--- src/rtl/cpu_mem_pkg.sv ---
// Shared types for the CPU / unified-memory arbiter.
package cpu_mem_pkg;

    localparam int unsigned DATA_W = 32;
    localparam int unsigned BE_W   = 4;
    // Word-address width carried in a latched request (byte address up to 32 bits).
    localparam int unsigned REQ_AW = 30;

    typedef enum logic [1:0] {
        IDLE,
        ISSUE,
        WAIT
    } arb_state_t;

    typedef enum logic {
        PORT_IF,
        PORT_D
    } port_t;

    typedef struct packed {
        logic              we;
        logic [REQ_AW-1:0] addr;
        logic [DATA_W-1:0] wdata;
        logic [BE_W-1:0]   be;
    } mem_req_t;

    // True when a word address falls inside a memory of the given depth.
    function automatic logic word_in_range(input logic [REQ_AW-1:0] waddr,
                                           input int unsigned       depth);
        return waddr < REQ_AW'(depth);
    endfunction

endpackage

--- src/rtl/arb_starve_cnt.sv ---
// Saturating count of consecutive data grants taken while a fetch is waiting.
module arb_starve_cnt #(
    parameter int unsigned LIMIT = 4
) (
    input  logic clk,
    input  logic reset,
    input  logic inc,
    input  logic clr,
    output logic at_limit
);

    localparam int unsigned CW = $clog2(LIMIT + 1);

    logic [CW-1:0] count;
    logic [CW-1:0] count_nxt;

    // Next streak value: clear wins, increment saturates at LIMIT.
    always_comb begin
        count_nxt = count;
        if (clr) begin
            count_nxt = '0;
        end else if (inc && (count != CW'(LIMIT))) begin
            count_nxt = count + CW'(1);
        end
    end

    // Streak register with the limit flag registered alongside it.
    always_ff @(posedge clk or negedge reset) begin
        if (!reset) begin
            count    <= '0;
            at_limit <= 1'b0;
        end else begin
            count    <= count_nxt;
            at_limit <= (count_nxt == CW'(LIMIT));
        end
    end

endmodule

--- src/rtl/cpu_mem_arbiter.sv ---
// Arbitrates the fetch and load/store ports onto one single-port memory,
// one access in flight, data priority with a fetch anti-starvation limit.
module cpu_mem_arbiter
    import cpu_mem_pkg::*;
#(
    parameter int unsigned AW           = 32,
    parameter int unsigned DEPTH        = 64,
    parameter int unsigned MEM_LAT      = 1,
    parameter int unsigned STARVE_LIMIT = 4
) (
    input  logic                     clk,
    input  logic                     reset,
    input  logic                     if_req,
    input  logic [AW-1:0]            if_addr,
    output logic                     if_ready,
    output logic                     if_rvalid,
    output logic [DATA_W-1:0]        if_rdata,
    input  logic                     d_req,
    input  logic                     d_we,
    input  logic [AW-1:0]            d_addr,
    input  logic [DATA_W-1:0]        d_wdata,
    input  logic [BE_W-1:0]          d_be,
    output logic                     d_ready,
    output logic                     d_rvalid,
    output logic [DATA_W-1:0]        d_rdata,
    output logic                     d_err,
    output logic                     mem_en,
    output logic                     mem_we,
    output logic [$clog2(DEPTH)-1:0] mem_addr,
    output logic [DATA_W-1:0]        mem_wdata,
    output logic [BE_W-1:0]          mem_be,
    input  logic [DATA_W-1:0]        mem_rdata
);

    localparam int unsigned MAW   = $clog2(DEPTH);
    localparam int unsigned LAT_W = (MEM_LAT > 1) ? $clog2(MEM_LAT) : 1;

    arb_state_t        state;
    port_t             owner;
    mem_req_t          req_q;
    logic              oor_q;
    logic [LAT_W-1:0]  lat_cnt;

    logic              idle;
    logic              at_limit;
    logic              grant_if;
    logic              grant_d;
    logic              grant_any;
    logic              streak_inc;
    logic              streak_clr;
    logic [REQ_AW-1:0] if_waddr;
    logic [REQ_AW-1:0] d_waddr;
    mem_req_t          sel_req;
    port_t             sel_port;
    logic              sel_oor;
    logic              unused_addr_bits;

    assign if_waddr = REQ_AW'(if_addr[AW-1:2]);
    assign d_waddr  = REQ_AW'(d_addr[AW-1:2]);

    // Byte offsets and word-address bits above the memory are never used as an address.
    assign unused_addr_bits = ^{if_addr[1:0], d_addr[1:0], req_q.addr[REQ_AW-1:MAW]};

    // Requests are only accepted out of reset and while idle.
    assign idle = reset && (state == IDLE);

    // Data wins unless the fetch port has been passed over STARVE_LIMIT times in a row.
    always_comb begin
        grant_d  = 1'b0;
        grant_if = 1'b0;
        if (idle) begin
            grant_d  = d_req && !(if_req && at_limit);
            grant_if = if_req && !grant_d;
        end
    end

    assign grant_any = grant_d | grant_if;
    assign if_ready  = grant_if;
    assign d_ready   = grant_d;

    // Streak grows on each data grant that leaves a fetch waiting.
    assign streak_inc = grant_d && if_req;
    assign streak_clr = idle && (grant_if || !if_req);

    arb_starve_cnt #(
        .LIMIT (STARVE_LIMIT)
    ) u_starve (
        .clk      (clk),
        .reset    (reset),
        .inc      (streak_inc),
        .clr      (streak_clr),
        .at_limit (at_limit)
    );

    // Build the request of whichever port is granted; fetches are always reads.
    always_comb begin
        sel_req  = '0;
        sel_port = PORT_D;
        if (grant_if) begin
            sel_port     = PORT_IF;
            sel_req.addr = if_waddr;
        end else begin
            sel_req.we    = d_we;
            sel_req.addr  = d_waddr;
            sel_req.wdata = d_wdata;
            sel_req.be    = d_we ? d_be : '0;
        end
        sel_oor = !word_in_range(sel_req.addr, DEPTH);
    end

    // Access sequencer: latch on accept, strobe memory once, respond after MEM_LAT.
    always_ff @(posedge clk or negedge reset) begin
        if (!reset) begin
            state     <= IDLE;
            owner     <= PORT_IF;
            req_q     <= '0;
            oor_q     <= 1'b0;
            lat_cnt   <= '0;
            mem_en    <= 1'b0;
            mem_we    <= 1'b0;
            if_rvalid <= 1'b0;
            d_rvalid  <= 1'b0;
            d_err     <= 1'b0;
        end else begin
            mem_en    <= 1'b0;
            mem_we    <= 1'b0;
            if_rvalid <= 1'b0;
            d_rvalid  <= 1'b0;
            d_err     <= 1'b0;
            unique case (state)
                IDLE: begin
                    if (grant_any) begin
                        owner   <= sel_port;
                        req_q   <= sel_req;
                        oor_q   <= sel_oor;
                        lat_cnt <= LAT_W'(MEM_LAT - 1);
                        mem_en  <= !sel_oor;
                        mem_we  <= sel_req.we && !sel_oor;
                        state   <= ISSUE;
                    end
                end
                ISSUE, WAIT: begin
                    if (lat_cnt == '0) begin
                        state <= IDLE;
                        d_err <= oor_q;
                        if (owner == PORT_D) begin
                            d_rvalid <= 1'b1;
                        end else begin
                            if_rvalid <= 1'b1;
                        end
                    end else begin
                        lat_cnt <= lat_cnt - LAT_W'(1);
                        state   <= WAIT;
                    end
                end
                default: state <= IDLE;
            endcase
        end
    end

    // Memory command fields come straight from the latched request.
    assign mem_addr  = MAW'(req_q.addr);
    assign mem_wdata = req_q.wdata;
    assign mem_be    = req_q.be;

    // Read data passes through in the response cycle; zero for stores and bad addresses.
    assign if_rdata = (if_rvalid && !oor_q) ? mem_rdata : '0;
    assign d_rdata  = (d_rvalid && !oor_q && !req_q.we) ? mem_rdata : '0;

    // Responses never collide and nothing is accepted while an access is in flight.
    a_rvalid_excl: assert property (@(posedge clk) disable iff (!reset)
        !(if_rvalid && d_rvalid));
    a_ready_idle: assert property (@(posedge clk) disable iff (!reset)
        (if_ready || d_ready) |-> (state == IDLE));

endmodule

--- config.mk ---
export PLATFORM = sky130hd
export DESIGN_NAME = cpu_mem_arbiter
export DESIGN_NICKNAME = d
export VERILOG_FILES = /design/src/rtl/cpu_mem_pkg.sv /design/src/rtl/arb_starve_cnt.sv /design/src/rtl/cpu_mem_arbiter.sv
export SDC_FILE = /design/constraint.sdc
export NUM_CORES = 1
export LEC_CHECK = 0
export CAP_MARGIN = 10
export CORE_ASPECT_RATIO = 0.9
export CORE_MARGIN = 1.5
export CORE_UTILIZATION = 29
export CTS_CLUSTER_SIZE = 8
export DETAILED_ROUTE_END_ITERATION = 10
export PLACE_DENSITY = 0.77
export SYNTH_ARGS = -nofsm -noshare
export SYNTH_HDL_FRONTEND = slang
export SYNTH_SLANG_ARGS = --single-unit
export TNS_END_PERCENT = 30
--- constraint.sdc ---
create_clock -name clk -period 1.5 [get_ports clk]
set_input_delay 0.15 -clock clk [delete_from_list [all_inputs] [get_ports clk]]
set_output_delay 0.15 -clock clk [all_outputs]
set_load 0.03 [all_outputs]
# Word level (Yosys, flattened, before mapping)
# Index checks and enable logic that the tools add are counted.
# word_totals
reg_bits	57
out_inout_bits	113
word_cells	76
# classes
add_sub_neg	2
n_lt_le_gt_ge	1
n_eq_ne	5
muxes	29
bitwise_logic	1
n_reduce_logical	23
# ops
operator	n
2-to-1 mux 32 bit	2
2-to-1 mux 36 bit	1
< comparator 30 x 7 -> 1 bit (second input constant)	1
2-to-1 mux 30 bit	1
2-to-1 mux 1 bit	18
logical AND 1 bit	11
logical NOT 1 bit	6
2-to-1 mux 3 bit	2
2-to-1 mux 2 bit	2
2-to-1 mux 4 bit	1
case mux 2 bit (2 select lines)	1
AND reduction 2 bit	2
adder 3 x 1 -> 3 bit (second input constant)	1
== test 3 bit (second input constant)	1
inequality test 3 bit (second input constant)	1
== test 2 x 1 -> 1 bit (second input constant)	1
== test 2 bit (second input constant)	1
logical NOT 2 bit	1
inequality test 2 bit (second input constant)	1
case mux 1 bit (2 select lines)	1
nonzero test 2 bit	1
OR reduction 2 bit	1
logical OR 1 bit	1
OR 1 bit	1
subtractor 1 bit (second input constant)	1

# Logic depth before layout (Yosys ltp)
# Gate-level depths: netlist (run 1).
# depth
word_depth	11
mapped_depth	6

# Modules after synthesis
# From an unflattened synthesis (run 1), not the netlist that was laid out.
# hier_totals
hier_cells	286
area_unflattened_um2	3027.9
# modules_own_cells
module	instances	cells_each	area_per_inst_um2
cpu_mem_arbiter	1	267	2807.7
arb_starve_cnt	1	19	220.2

# Worst setup path before layout (run 1)
# OpenSTA, ideal clock, no wires.
# synth_timing
path_kind	reg2out
startpoint	register d_rvalid
endpoint	output d_rdata[10]
t_arrival_ps	1408
required_ps	1350
setup_slack_ps	-58
stages_incl_launch_ff	4
path_buffers	1
path_cell_list	dfrtp_1 -> nor3b_1 -> clkbuf_1 -> and2_1
# synth_via
elab_chain_len	3
# synth_rtl
item	line_no	text
from (decl)	cpu_mem_arbiter.sv:24	output logic d_rvalid,
from (signal assigned)	cpu_mem_arbiter.sv:122	d_rvalid <= 1'b0;
from (signal assigned)	cpu_mem_arbiter.sv:128	d_rvalid <= 1'b0;
from (signal assigned)	cpu_mem_arbiter.sv:147	d_rvalid <= 1'b1;
logical AND 1 bit (2 in series)	cpu_mem_arbiter.sv:168	assign d_rdata = (d_rvalid && !oor_q && !req_q.we) ? mem_rdata : '0;
2-to-1 mux 32 bit	cpu_mem_arbiter.sv:168	
to (decl)	cpu_mem_arbiter.sv:25	output logic [DATA_W-1:0] d_rdata,
# No other way between the ends.

# Worst setup path after layout (run 1)
# layout_timing
startpoint	register oor_q
endpoint	output d_rdata[0]
# layout_via
elab_chain_len	4
# layout_rtl
item	line_no	text
from (decl)	cpu_mem_arbiter.sv:41	logic oor_q;
from (signal assigned)	cpu_mem_arbiter.sv:135	oor_q <= sel_oor;
logical NOT 1 bit	cpu_mem_arbiter.sv:168	
logical AND 1 bit (2 in series)	cpu_mem_arbiter.sv:168	
2-to-1 mux 32 bit	cpu_mem_arbiter.sv:168	
# No other way between the ends.

==> results of run 1 <==
-- worst max-delay path by stage --
stage | slack, ps | cells after the start | start | to
floorplan | -30 | 4 | state[0] | mem_we
global route | -160 | 4 | oor_q | if_rdata[2]
CTS | -120 | 4 | oor_q | if_rdata[2]
detailed placement | -330 | 6 | d_addr[30] | mem_we
global placement | -350 | 6 | d_addr[30] | mem_we
finish | -100 | 4 | oor_q | d_rdata[0]
-- metal layers --
layer  vias up  wire (um)  track usage (%)
met5         -          0                0
met4         0        114             3.40
met3        12        737             4.63
met2       105       5660             35.3
met1      1390       4100             21.2
li1       1403          -                -
-- cells in the mapped netlist, drive strengths merged --
cell | n | area [sq um]
nand2 | 16 | 60.1
o21ai | 2 | 13.8
a22oi | 6 | 45.0
nor2b | 3 | 26.3
clkbuf | 10 | 37.5
a21boi | 1 | 11.3
nor4 | 12 | 75.1
inv | 4 | 15.0
o32ai | 1 | 8.76
a31oi | 1 | 6.26
dfrtp | 55 | 1380
ha | 2 | 25.0
a2111oi | 1 | 15.0
o211ai | 2 | 25.0
nand4b | 1 | 8.76
a32o | 4 | 40.0
mux2i | 1 | 10.0
a22o | 33 | 289
and3b | 1 | 10.0
a21o | 1 | 7.51
and2b | 1 | 10.0
nand3 | 2 | 10.0
nand3b | 1 | 7.51
buf | 47 | 340
xnor2 | 1 | 8.76
nor2 | 3 | 13.8
and3 | 3 | 23.8
and2 | 67 | 419
nor3 | 1 | 5.00
nor3b | 2 | 15.0
nand4 | 2 | 12.5
-- power by group through the flow --
| stage | Clock, mW | Sequential (mW) | Combinational (mW) |
|---|---|---|---|
| after global routing | 1.46 | 1.79 | 1.82 |
| after detailed placement | 0 | 1.80 | 1.72 |
| after global placement | 0 | 1.80 | 1.68 |
| after CTS | 1.40 | 1.77 | 1.75 |
| final | 1.36 | 1.77 | 1.73 |
| after floorplan | 0 | 1.79 | 0.987 |
-- metrics by stage --
step | area [sq um] | setup slack [ps] | total power, mW | cells
finish | 5730 | -98.7 | 4.85 | 634
global route | 5730 | -155 | 5.08 | 634
CTS | 5620 | -120 | 4.92 | 634
detailed placement | 5250 | -327 | 3.51 | 620
global placement | 5250 | -354 | 3.48 | 620
floorplan | 2980 | -29.6 | 2.78 | 287
-- state kept, by name, indices dropped and copies added, names as in the netlist --
signal and cells:
u_starve.count 3, mem_wdata 32, mem_en 1, if_rvalid 1
oor_q 1, mem_be 4, owner 1, mem_we 1
u_starve.at_limit 1, mem_addr 6, d_err 1, req_q 1
d_rvalid 1, state 1
-- placed cells by master, fill, tap and decap left out, types with 2 or more instances in the layout --
cell type / Yosys / routed
clkdlybuf4s50_1: 0 / 147
and2_1: 67 / 66
dfrtp_1: 55 / 54
buf_4: 42 / 48
buf_6: 0 / 35
a22o_1: 33 / 33
dlymetal6s2s_1: 0 / 27
nand2_1: 16 / 16
nor4_1: 12 / 9
buf_12: 0 / 6
a22oi_1: 6 / 5
clkbuf_16: 0 / 5
inv_1: 4 / 4
a32o_1: 4 / 4
dlygate4sd2_1: 0 / 4
and3_4: 1 / 2
nor2_1: 2 / 2
nand3_1: 2 / 2
nor2b_1: 2 / 2
o211ai_2: 2 / 2
nor4_2: 0 / 2
nand4_1: 2 / 2
ha_1: 2 / 2
dlygate4sd3_1: 0 / 2
-- cell type report --
class                      instances  area share, %
inverter                           4          0.262
sequential                        55           24.0
timing repair buffer             270           47.9
multi-input combinational        171           22.0
clock inverter                     3          0.873
clock buffer                       5           2.18
tap                              126           2.75
-- cell families after synthesis --
family / after synthesis / synth area share, %
AND/OR/NAND/NOR: 115 / 23.5
XOR/XNOR: 1 / 0.295
adder cells (fa/ha/maj): 2 / 0.842
multiplexers: 1 / 0.337
flip-flops: 55 / 46.3
buffers and inverters: 61 / 13.2
AO/OA/AOI/OAI: 52 / 15.5
-- repair_timing --
item,4_1_cts,5_1_grt
hold buffers,2,0
buffers inserted,4,0
gates resized for setup,44,34
endpoints found under the hold margin,2,0
setup endpoints to repair,72,98
pin swaps,4,2
==> metrics.txt, run 1 <==
outcome=finished, violations left; violated checks=hold timing, setup timing; Root Buffer=clkbuf_16; Num CTS Buffers=5; worst-path cell chain=nor3b_2 > buf_12 > and2_1 > buf_6; peak supply drop=between 0.5 and 0.6 mV; die footprint=roughly 11000 sq um; flop2flop setup slack=~60 ps; sw frac=between 30% and 40%; # rows=34; total track usage=18.7%; HPWL Detailed=8320 um; Internal=3.35 mW; Max clock buf depth=2; final core utilization=58.3%; CP Max Fanout=32; RR Startpoint=state[0]; Peak Freq=0.626 GHz; PwrDens=847 nW/um^2; nets=roughly 650; clk_lat worst skew=between 200 and 300 ps; antenna viol nets, final=0; Flop pwr share=36.4%; final worst slack=-98.7 ps; largest net degree at the start of global routing=34; post-synthesis net count=roughly 430; 1st-pass router iterations=4; Worst EP required=around 1400 ps; Vias/cell=around 4.6; combinational share of power=about 36%; switching power of the nets=approximately 1.5 mW; layout cell share with drive strength beyond 1=a little under a quarter; crit path launch type=flip-flop; min Tclk post-route=approximately 1600 ps; CORE AREA=between 9000 and 10000 sq um; Fin Setup TNS=-3780 ps; Tcrit/Tclk final=107%; post-synthesis cell count=between 200 and 300; total congestion overflow=0; Crit Path Class=flip-flop to output pin; Crit path largest cell delay=410 ps; Worst-Margin Slew=between 300 and 400 ps; LEAKAGE=just under 3 nW; kind of end point of the critical path=output pin; area of the multi-input gates=1260 sq um; number of global-route vias before repair=roughly 3100; Clk pwr share=around 28%; Ports=250; Max Clock Skew=4.17 ps; Synth Cell Area=~3000 sq um; die span in x=between 100 and 150 um; Max H-tree Level=2; max cap viols=0; Starting Density=between 30 and 40%; reg2reg end=u_starve.at_limit; crit path DAT=between 1000 and 1500 ps; WP buf/inv=2; R2R cell count=4; Seq. cell area=approximately 1400 sq um; Iteration-0 DRC Markers=just under 90; Synth cell types=36; Yosys Warn Count=0; #FFs+latches synth=between 50 and 60; Seq/Total Area, Yosys=46.3%; via count=2910; number of remaining DRC errors=0; wire per inst=16.7 um; first-pass GRT wire length=between 15000 and 20000 um; ANT cells=0; Fill cells=821; Final setup viols=65; CP delay by family, top=simple AND/OR/NAND/NOR gates; final hold vios=13; IO Port Bufs=roughly 250; unrepaired setup endpoints after global routing=yes; Mean Syn Cell Area=10.4 sq um; gpl congestion=0.801; Sink Count=55; area grow syn2layout=92.9%; worst hold path type=input pin to async pin; Reg clk slew, reported paths=roughly 70 ps; drt total wl=~11000 um; CTS tree=yes; die height=99.0 um; WHS=-11.2 ps; initial antenna violation count=0; Worst path slowest cell=dfrtp_1; relative slew slack=73.9%; max-slew violations=0
Power figures use the tool's default switching activity.
==> inputs of run 2 (changes only) <==
Settings changed: CTS_CLUSTER_SIZE 8 to not set.
==> results of run 2 <==
No change in the layout: final DEF, timing and power equal those of run 1.
==> inputs of run 3 (changes only) <==
Settings changed: CORE_AREA set to 2 2 96 98, CORE_ASPECT_RATIO 0.9 to not set, CORE_MARGIN 1.5 to not set, CORE_UTILIZATION 29 to not set, DIE_AREA set to 0 0 98 100, DONT_BUFFER_PORTS set to 1, PLACE_DENSITY 0.77 to 0.5.
==> run 3 against run 2 <==
Against the previous run: the run ends with setup timing left; design area is 28% lower; critical path depth stayed put; flip-flop and latch count stayed put; die area is 9.8% lower; cell count is 25% lower; wire length is 20% lower; non-clock buffer count is 144 lower; count of clock-buffer cells in the layout stayed put; sequential share of layout area is 9.2 points higher; worst hold slack better by 22 ps; largest cell class is now sequential cells; clock power is 29% lower; first-iteration DRC count is 18% lower.
==> metrics.txt, run 3 (synthesis gave the netlist of run 1 again) <==
outcome=finished, violations left; violated checks=setup timing; final hold vios=0; CORE AREA=8890 sq um; total track usage=approximately 16%; HPWL Detailed=between 6000 and 7000 um; Max Clock Skew=~8.9 ps; crit path launch type=flip-flop; largest net degree at the start of global routing=56; die footprint=around 9800 sq um; placed cells=between 400 and 500; CP Max Fanout=32; Crit path largest cell delay=roughly 430 ps; max reg flops=32; initial antenna violation count=0; area grow syn2layout=39.5%; number of remaining DRC errors=0; most frequent cells in the layout=and2_1, dfrtp_1, dlygate4sd3_1, buf_4; WP buf/inv=2; ANT cells=0; worst hold path type=input pin to flip-flop; Fin Setup TNS=-5130 ps; number of global-route vias before repair=2320; CP delay by family, top=flip-flops; unrepaired setup endpoints after global routing=yes; layout cell share with drive strength beyond 1=27.0%; Sink Count=55; die height=100 um; total congestion overflow=0; Ports=250; Final setup viols=65; Max clock buf depth=2; max cap viols=0; Crit Path Class=flip-flop to output pin; min Tclk post-route=between 1500 and 2000 ps; Peak Freq=slightly above 0.6 GHz; PwrDens=936 nW/um^2; Worst path slowest cell=dfrtp_1; max-slew violations=0; CTS tree=yes; kind of end point of the critical path=output pin; Post-Layout Cell Count=about 470; Reg clk slew, reported paths=100 ps; first-pass GRT wire length=approximately 13000 um; most common cell after layout, fill and taps aside=and2_1; Max H-tree Level=2; wire per inst=between 15 and 20 um; Root Buffer=clkbuf_8; Setup Buffers After CTS=0; final worst slack=-109 ps; Vias/cell=5.06; 1st-pass router iterations=7; die span in x=roughly 98 um; crit path DAT=around 1500 ps; clk_lat worst skew=300 ps; Worst EP required=~1400 ps; relative slew slack=76.6%; drt total wl=between 8000 and 9000 um; nets=between 500 and 600; worst-path cell chain=nor3b_2 > buf_12 > and2_1 > buf_6; LEAKAGE=slightly below 2 nW; Tcrit/Tclk final=107%; Iteration-0 DRC Markers=71; IO Port Bufs=0; peak supply drop=around 0.63 mV; Worst-Margin Slew=about 350 ps; gpl congestion=between 0.8 and 0.9; antenna viol nets, final=0; Num CTS Buffers=5; Starting Density=33.4%; via count=between 2000 and 2500; # rows=35
run 3: changes by cell type in the layout (fill, tap and decap cells not counted), sizes merged:
cell | previous run | this run
inv | 6 | 4
dlygate4sd3 | 2 | 50
buf | 90 | 76
clkinvlp | 0 | 1
dlygate4sd2 | 4 | 0
clkdlybuf4s50 | 147 | 0
dlymetal6s2s | 27 | 0
run 3: per-layer routing:
| metal | part of all wire, % | wire (um) | vias to the layer above | track usage [%] |
|---|---|---|---|---|
| met3 | 8.2 | 703 | 10 | 4.81 |
| met2 | 52 | 4400 | 136 | 28.6 |
| li1 | - | - | 1101 | - |
| met1 | 39 | 3340 | 1151 | 20.2 |
| met4 | 1.0 | 85 | 0 | 3.63 |
| met5 | 0 | 0 | - | 0 |
run 3: report_power, final:
group	switching [mW]	leakage (nW)	internal (mW)
Clock	0.472	0.0502	0.489
Sequential	0.473	0.708	1.66
Combinational	0.383	1.18	0.401
run 3: worst reg2reg max path, delay by kind of cell, from the launching register on:
family | cells | cell delay, ps
simple gates | 2 | 530
flops | 1 | 460
compound gates | 2 | 430
run 3: path summary, 6_finish.rpt:
kind	from	end	slack (ps)	cells after the start
max	oor_q	d_rdata[11]	-110	4
min	d_we	mem_be[3]	10	1
max reg2reg	state[0]	u_starve.at_limit	-30	4
min reg2reg	owner	if_rvalid	450	1
max in group asynchronous	reset	state[0]	850	2
min in group asynchronous	reset	mem_wdata[26]	380	2
run 3: final cells by class:
type	count	area, sq um
fill	814	4740
sequential	55	1380
timing repair buffer	126	1280
multi-input combinational	171	1230
tap	111	139
clock buffer	5	68.8
clock inverter	2	37.5
inverter	4	15.0
run 3: metrics by stage:
| stage | utilization [%] | hold slack [ps] | instance area [sq um] | setup slack [ps] | power [mW] |
|---|---|---|---|---|---|
| floorplan | - | -146 | 2980 | -29.6 | 2.78 |
| global placement | 37.9 | -144 | 3370 | 48.2 | 2.77 |
| detailed placement | 37.9 | -145 | 3370 | -13.4 | 2.78 |
| CTS | 46.4 | 1.42 | 4120 | -129 | 3.91 |
| global route | 46.6 | 0.621 | 4150 | -189 | 4.06 |
| finish | 46.6 | 11.2 | 4150 | -109 | 3.88 |
run 3: repair_timing:
action                                 4_1_cts  5_1_grt
endpoints found under the hold margin       98        1
pin swaps                                    1        1
cloned                                       0        0
resized for setup                           34        3
setup endpoints to repair                   67       70
hold buffers                                50        1
